===== src/rtl/fifo_write_arbiter.sv =====
// Round-robin write-port arbiter for a BRAM FIFO with bounded bursts
// and occupancy-based flow control on a registered write path.
module fifo_write_arbiter #(
  parameter int CHANNELS = 4,
  parameter int WIDTH    = 8,
  parameter int DEPTH    = 128,
  parameter int BURST    = 4
) (
  input  logic                        i_clock,
  input  logic                        i_reset,
  input  logic [CHANNELS-1:0]         i_request,
  input  logic [CHANNELS*WIDTH-1:0]   i_wdata,
  output logic [CHANNELS-1:0]         o_ack,
  output logic                        o_fifo_write,
  output logic [WIDTH-1:0]            o_fifo_wdata,
  input  logic [$clog2(DEPTH)-1:0]    i_fifo_queued,
  output logic [$clog2(CHANNELS)-1:0] o_owner,
  output logic                        o_busy
);

  localparam int QW = $clog2(DEPTH);
  localparam int OW = $clog2(CHANNELS);
  localparam int BW = $clog2(BURST + 1);
  localparam logic [QW:0]   LIMIT = (QW + 1)'(DEPTH - 1);
  localparam logic [BW-1:0] BMAX  = BW'(BURST);

  typedef enum logic {
    S_IDLE,
    S_GRANT
  } state_t;

  state_t              r_state;
  state_t              w_state_nxt;
  logic [BW-1:0]       r_burst;
  logic [BW-1:0]       w_burst_nxt;
  logic [OW-1:0]       w_owner_nxt;
  logic [OW-1:0]       w_pick;
  logic [OW-1:0]       w_sel;
  logic [OW-1:0]       w_idx;
  logic [QW:0]         w_level;
  logic [CHANNELS-1:0] w_owner_oh;
  logic                w_space;
  logic                w_any;
  logic                w_others;
  logic                w_sat;
  logic                w_hold;
  logic                w_arb;
  logic                w_xfer;

  // the pending registered write is not yet visible in the occupancy
  assign w_level    = {1'b0, i_fifo_queued} + {{QW{1'b0}}, o_fifo_write};
  assign w_space    = w_level < LIMIT;
  assign w_owner_oh = CHANNELS'(1) << o_owner;
  assign w_any      = |i_request;
  assign w_others   = |(i_request & ~w_owner_oh);
  assign w_sat      = r_burst == BMAX;
  assign w_hold     = (r_state == S_GRANT) && i_request[o_owner]
                      && !(w_sat && w_others);
  assign w_arb      = ((r_state == S_IDLE) && w_any)
                      || ((r_state == S_GRANT) && !w_hold && w_others);
  assign w_xfer     = |o_ack;
  assign o_busy     = w_any || o_fifo_write;

  // owner itself is visited last, so it wins only when alone
  always_comb begin
    w_pick = o_owner;
    w_idx  = o_owner;
    for (int k = CHANNELS; k >= 1; k--) begin
      w_idx = OW'((int'(o_owner) + k) % CHANNELS);
      if (i_request[w_idx]) w_pick = w_idx;
    end
  end

  always_ff @(posedge i_clock or negedge i_reset) begin
    if (!i_reset) begin
      r_state <= S_IDLE;
      r_burst <= '0;
      o_owner <= '0;
    end else begin
      r_state <= w_state_nxt;
      r_burst <= w_burst_nxt;
      o_owner <= w_owner_nxt;
    end
  end

  always_comb begin
    w_state_nxt = r_state;
    w_owner_nxt = o_owner;
    w_burst_nxt = r_burst;
    if (w_arb) begin
      w_state_nxt = S_GRANT;
      w_owner_nxt = w_pick;
      w_burst_nxt = w_xfer ? BW'(1) : '0;
    end else if (w_hold) begin
      if (w_xfer && !w_sat) w_burst_nxt = r_burst + BW'(1);
    end else begin
      w_state_nxt = S_IDLE;
      w_burst_nxt = '0;
    end
  end

  always_comb begin
    w_sel = w_hold ? o_owner : w_pick;
    o_ack = '0;
    if (i_reset && w_space && (w_hold || w_arb)) o_ack[w_sel] = 1'b1;
  end

  always_ff @(posedge i_clock or negedge i_reset) begin
    if (!i_reset) begin
      o_fifo_write <= 1'b0;
      o_fifo_wdata <= '0;
    end else begin
      o_fifo_write <= w_xfer;
      if (w_xfer) o_fifo_wdata <= i_wdata[int'(w_sel)*WIDTH +: WIDTH];
    end
  end

endmodule


===== config.mk =====
export PLATFORM = sky130hd
export DESIGN_NAME = fifo_write_arbiter
export DESIGN_NICKNAME = d
export VERILOG_FILES = /design/src/rtl/fifo_write_arbiter.sv
export SDC_FILE = /design/constraint.sdc
export NUM_CORES = 1
export LEC_CHECK = 0
export ABC_CLOCK_PERIOD_IN_PS = 3100
export BUFFER_PORTS_ARGS = -buffer_cell sky130_fd_sc_hd__buf_2
export CAP_MARGIN = 15
export CORE_UTILIZATION = 48
export DETAILED_ROUTE_END_ITERATION = 6
export GPL_ROUTABILITY_DRIVEN = 0
export HOLD_SLACK_MARGIN = 0.1
export PLACE_DENSITY = 0.8
export SLEW_MARGIN = 15
export SYNTH_ARGS = -nofsm -noshare
export SYNTH_HDL_FRONTEND = slang
export SYNTH_SLANG_ARGS = --single-unit

===== constraint.sdc =====
create_clock -name i_clock -period 3.1 [get_ports i_clock]
set_clock_uncertainty 0.05 [all_clocks]
set_input_delay 0.62 -clock i_clock [delete_from_list [all_inputs] [get_ports i_clock]]
set_output_delay 0.62 -clock i_clock [all_outputs]
set_load 0.05 [all_outputs]

==> key figures <==
Synth
  – Mapped Cells: 163
  – Syn_area_per_cell: 9.14 um2
  – EDFF count, synth: 0
  – Netlist cell types: 46
  – Ys async rst share: 100%
  – Main synth FF type: dfrtp_1
  – Synthesis-stage register bit count: 15
  – Sequential fraction of the synthesis area: 25.2%
  – Synth Net Count: 216
  – Synth Warn #: 0
  – Syn Std Cell Area: between 1000 and 1500 um2

Timing
  – Worst Max-Slew Pin Slew: 549 ps
  – Setup tns final: -21.5 ps
  – Unrepaired setup endpoints after global routing: yes
  – Slew Viols, Final: 0
  – # setup viols final: 1
  – Slew margin rel.: 63.2%
  – Period utilization: 101%
  – Setup WS post-layout: -21.5 ps
  – Min cycle time layout: around 3100 ps
  – Final Hold Vio Count: 0
  – Peak Freq: 320 MHz

Place
  – DP Worst Slack: -120 ps
  – Placed Area: 1880 um2
  – Buffers on Ports: 60
  – Dpl hpwl: between 2 and 3 mm

Detailed routing
  – Final WL: 4.20 mm
  – Vias: 1658
  – Remaining DRCs: 3
  – DR vias/cell: between 5 and 6
  – Final ANT Viol Nets: 0
  – Initial drt markers: a little over 60
  – Wirelength per Cell: 15.0 um
  – First-pass iteration count of the detailed router: 7

Layout
  – NumNets Final: 303
  – Post-Route Utilization: 75.3%
  – Most frequent cells in the layout: buf_2, buf_4, nor2_1, a21oi_1, mux2i_1
  – Most common library cell in the layout ignoring fill and taps: buf_2
  – P&R area growth vs syn: 44.1%
  – Fin area: 2150 um2
  – Ant diodes: 0
  – Share of post-route cells with drive strength above 1: 49.0%

Pwr
  – Clock power share: under 10%
  – Leak: 0.00102 uW
  – Part of the power in combinational logic: between 80% and 90%
  – Switching Share: 50.0%
  – Worst IR Drop VDD: a little under 900 uV
  – PD cells: about 1200 nW/um2
  – Psw: 1290 uW
  – Internal Power: 1290 uW
  – Flop pwr share: 13.2%

Global route
  – Largest net degree at the start of global routing: 16
  – First-pass GRT wire length: roughly 6.4 mm
  – Congestion Overflow GR: 0
  – Number of global-route vias before repair: 1510
  – Antenna violations before repair: 0
  – All-Layer GR Usage: between 20% and 30%

Status
  – Failing checks: DRC, setup timing
  – Outcome: finished with violations

Critical path
  – Startpoint Class: flip-flop
  – Critical Path AT: 2450 ps
  – CP Class: flip-flop to output pin
  – Max FO, Critical Path: 7
  – CP Capture Type: output pin
  – WP data required: 2430 ps

Floorplan
  – Die Area: 3330 um2
  – Die X: 57.7 um
  – Initial Util: 52.2%
  – Rows: 19
  – Chip Height: 57.7 um
  – Io pins: 61
  – Core ar.: 2850 um2

Min path
  – Worst hold path type: input port to asynchronous set/reset pin

Clock tree
  – Clk_lat worst skew: roughly 280 ps
  – Cts hold-fix bufs: 0
  – H-tree lvl count: 1
  – CTS root buffer: clkbuf_4
  – TritonCTS Buffers: 3
  – Clock Sinks: 15
  – Clk buf depth: 2
  – Clock slew at reported path FFs: 90 ps
  – CTS tree: done

Flow run
  – Max-Cap Viols: 0
==> state kept, by name (all words and copies together), names as in the netlist <==
signal and flops:
o_fifo_wdata 8, r_burst 3, o_owner 2, o_fifo_write 1, r_state 1
==> final timing paths <==
check / end / cells after the start / slack [ps] / startpoint
min in group i_clock: o_fifo_wdata[7] / 2 / 490 / o_fifo_wdata[7]
max in group asynchronous: o_fifo_write / 2 / 2580 / i_reset
min reg2reg: o_fifo_wdata[7] / 2 / 490 / o_fifo_wdata[7]
min: r_state / 2 / 230 / i_reset
max reg2reg: o_fifo_wdata[0] / 12 / 470 / o_owner[1]
max: o_ack[2] / 10 / -20 / o_owner[1]
==> timing repair <==
action / CTS / global route
hold endpoints to repair: 0 / 0
buffers inserted: 10 / 6
resized for setup: 12 / 14
pin swaps: 4 / 4
setup endpoints to repair: 4 / 4
==> per-layer routing <==
| metal | global-route usage [%] | vias to the layer above | part of all wire, % |
|---|---|---|---|
| met5 | 0 | - | 0 |
| met4 | 5.44 | 0 | 1.5 |
| met3 | 2.01 | 6 | 4.6 |
| met2 | 42.7 | 67 | 50 |
| met1 | 32.2 | 785 | 44 |
| li1 | - | 800 | - |
==> synthesized netlist by cell type, types with 2 or more instances <==
| cell type | number | area (um2) |
|---|---|---|
| a31oi_1 | 7 | 43.8 |
| a31o_2 | 2 | 17.5 |
| nand3_1 | 2 | 10.0 |
| o2bb2ai_1 | 3 | 26.3 |
| nor2_1 | 14 | 52.6 |
| ha_1 | 8 | 100 |
| and3_1 | 2 | 12.5 |
| inv_1 | 7 | 26.3 |
| nor3_1 | 3 | 15.0 |
| and2_1 | 4 | 25.0 |
| a22oi_1 | 3 | 22.5 |
| dfrtp_1 | 15 | 375 |
| nand2b_1 | 7 | 43.8 |
| mux2i_1 | 13 | 130 |
| a21oi_1 | 14 | 70.1 |
| buf_4 | 2 | 15.0 |
| nand2_1 | 10 | 37.5 |
| o21ai_0 | 4 | 20.0 |
| o22ai_1 | 5 | 31.3 |
| a221oi_1 | 6 | 52.6 |
| mux4_2 | 3 | 67.6 |
| buf_6 | 3 | 33.8 |
| clkbuf_1 | 3 | 11.3 |
==> critical path, cell delays in order (launching register included) <==
cell	delay, ps
dfrtp_2	370
buf_6	110
inv_6	50
ha_4	270
nand3b_1	130
o31ai_2	70
a2111o_2	510
buf_8	150
and3_4	170
o21a_4	190
buf_8	140
==> layout make-up <==
cell class                 instances  area [um2]
clock buffer                       4        26.3
multi-input combinational        132        1090
tap                               31        38.8
fill                             214         706
inverter                           8        35.0
timing repair buffer              90         582
sequential                        15         379
==> stage by stage <==
step	power, uW	hold WS [ps]	cells
finish	2590	233	280
floorplan	1700	274	163
detailed placement	2060	471	260
global placement	2030	459	260
global route	2740	256	280
CTS	2370	248	274
==> kinds of logic after synthesis <==
group	share of synthesized area, %
buffers and inverters	6.21
multiplexers	16.0
flip-flops	25.2
adder cells (fa/ha/maj)	6.72
AO/OA/AOI/OAI	28.5
AND/OR/NAND/NOR	17.3
==> power by group through the flow <==
stage | registers (uW) | clock network (uW) | logic (uW)
detailed placement | 359 | 0 | 1700
global route | 351 | 119 | 2270
CTS | 340 | 111 | 1920
finish | 342 | 111 | 2130
floorplan | 593 | 0 | 1110
global placement | 356 | 0 | 1670
Note: power is estimated with default switching activity, not from simulation.
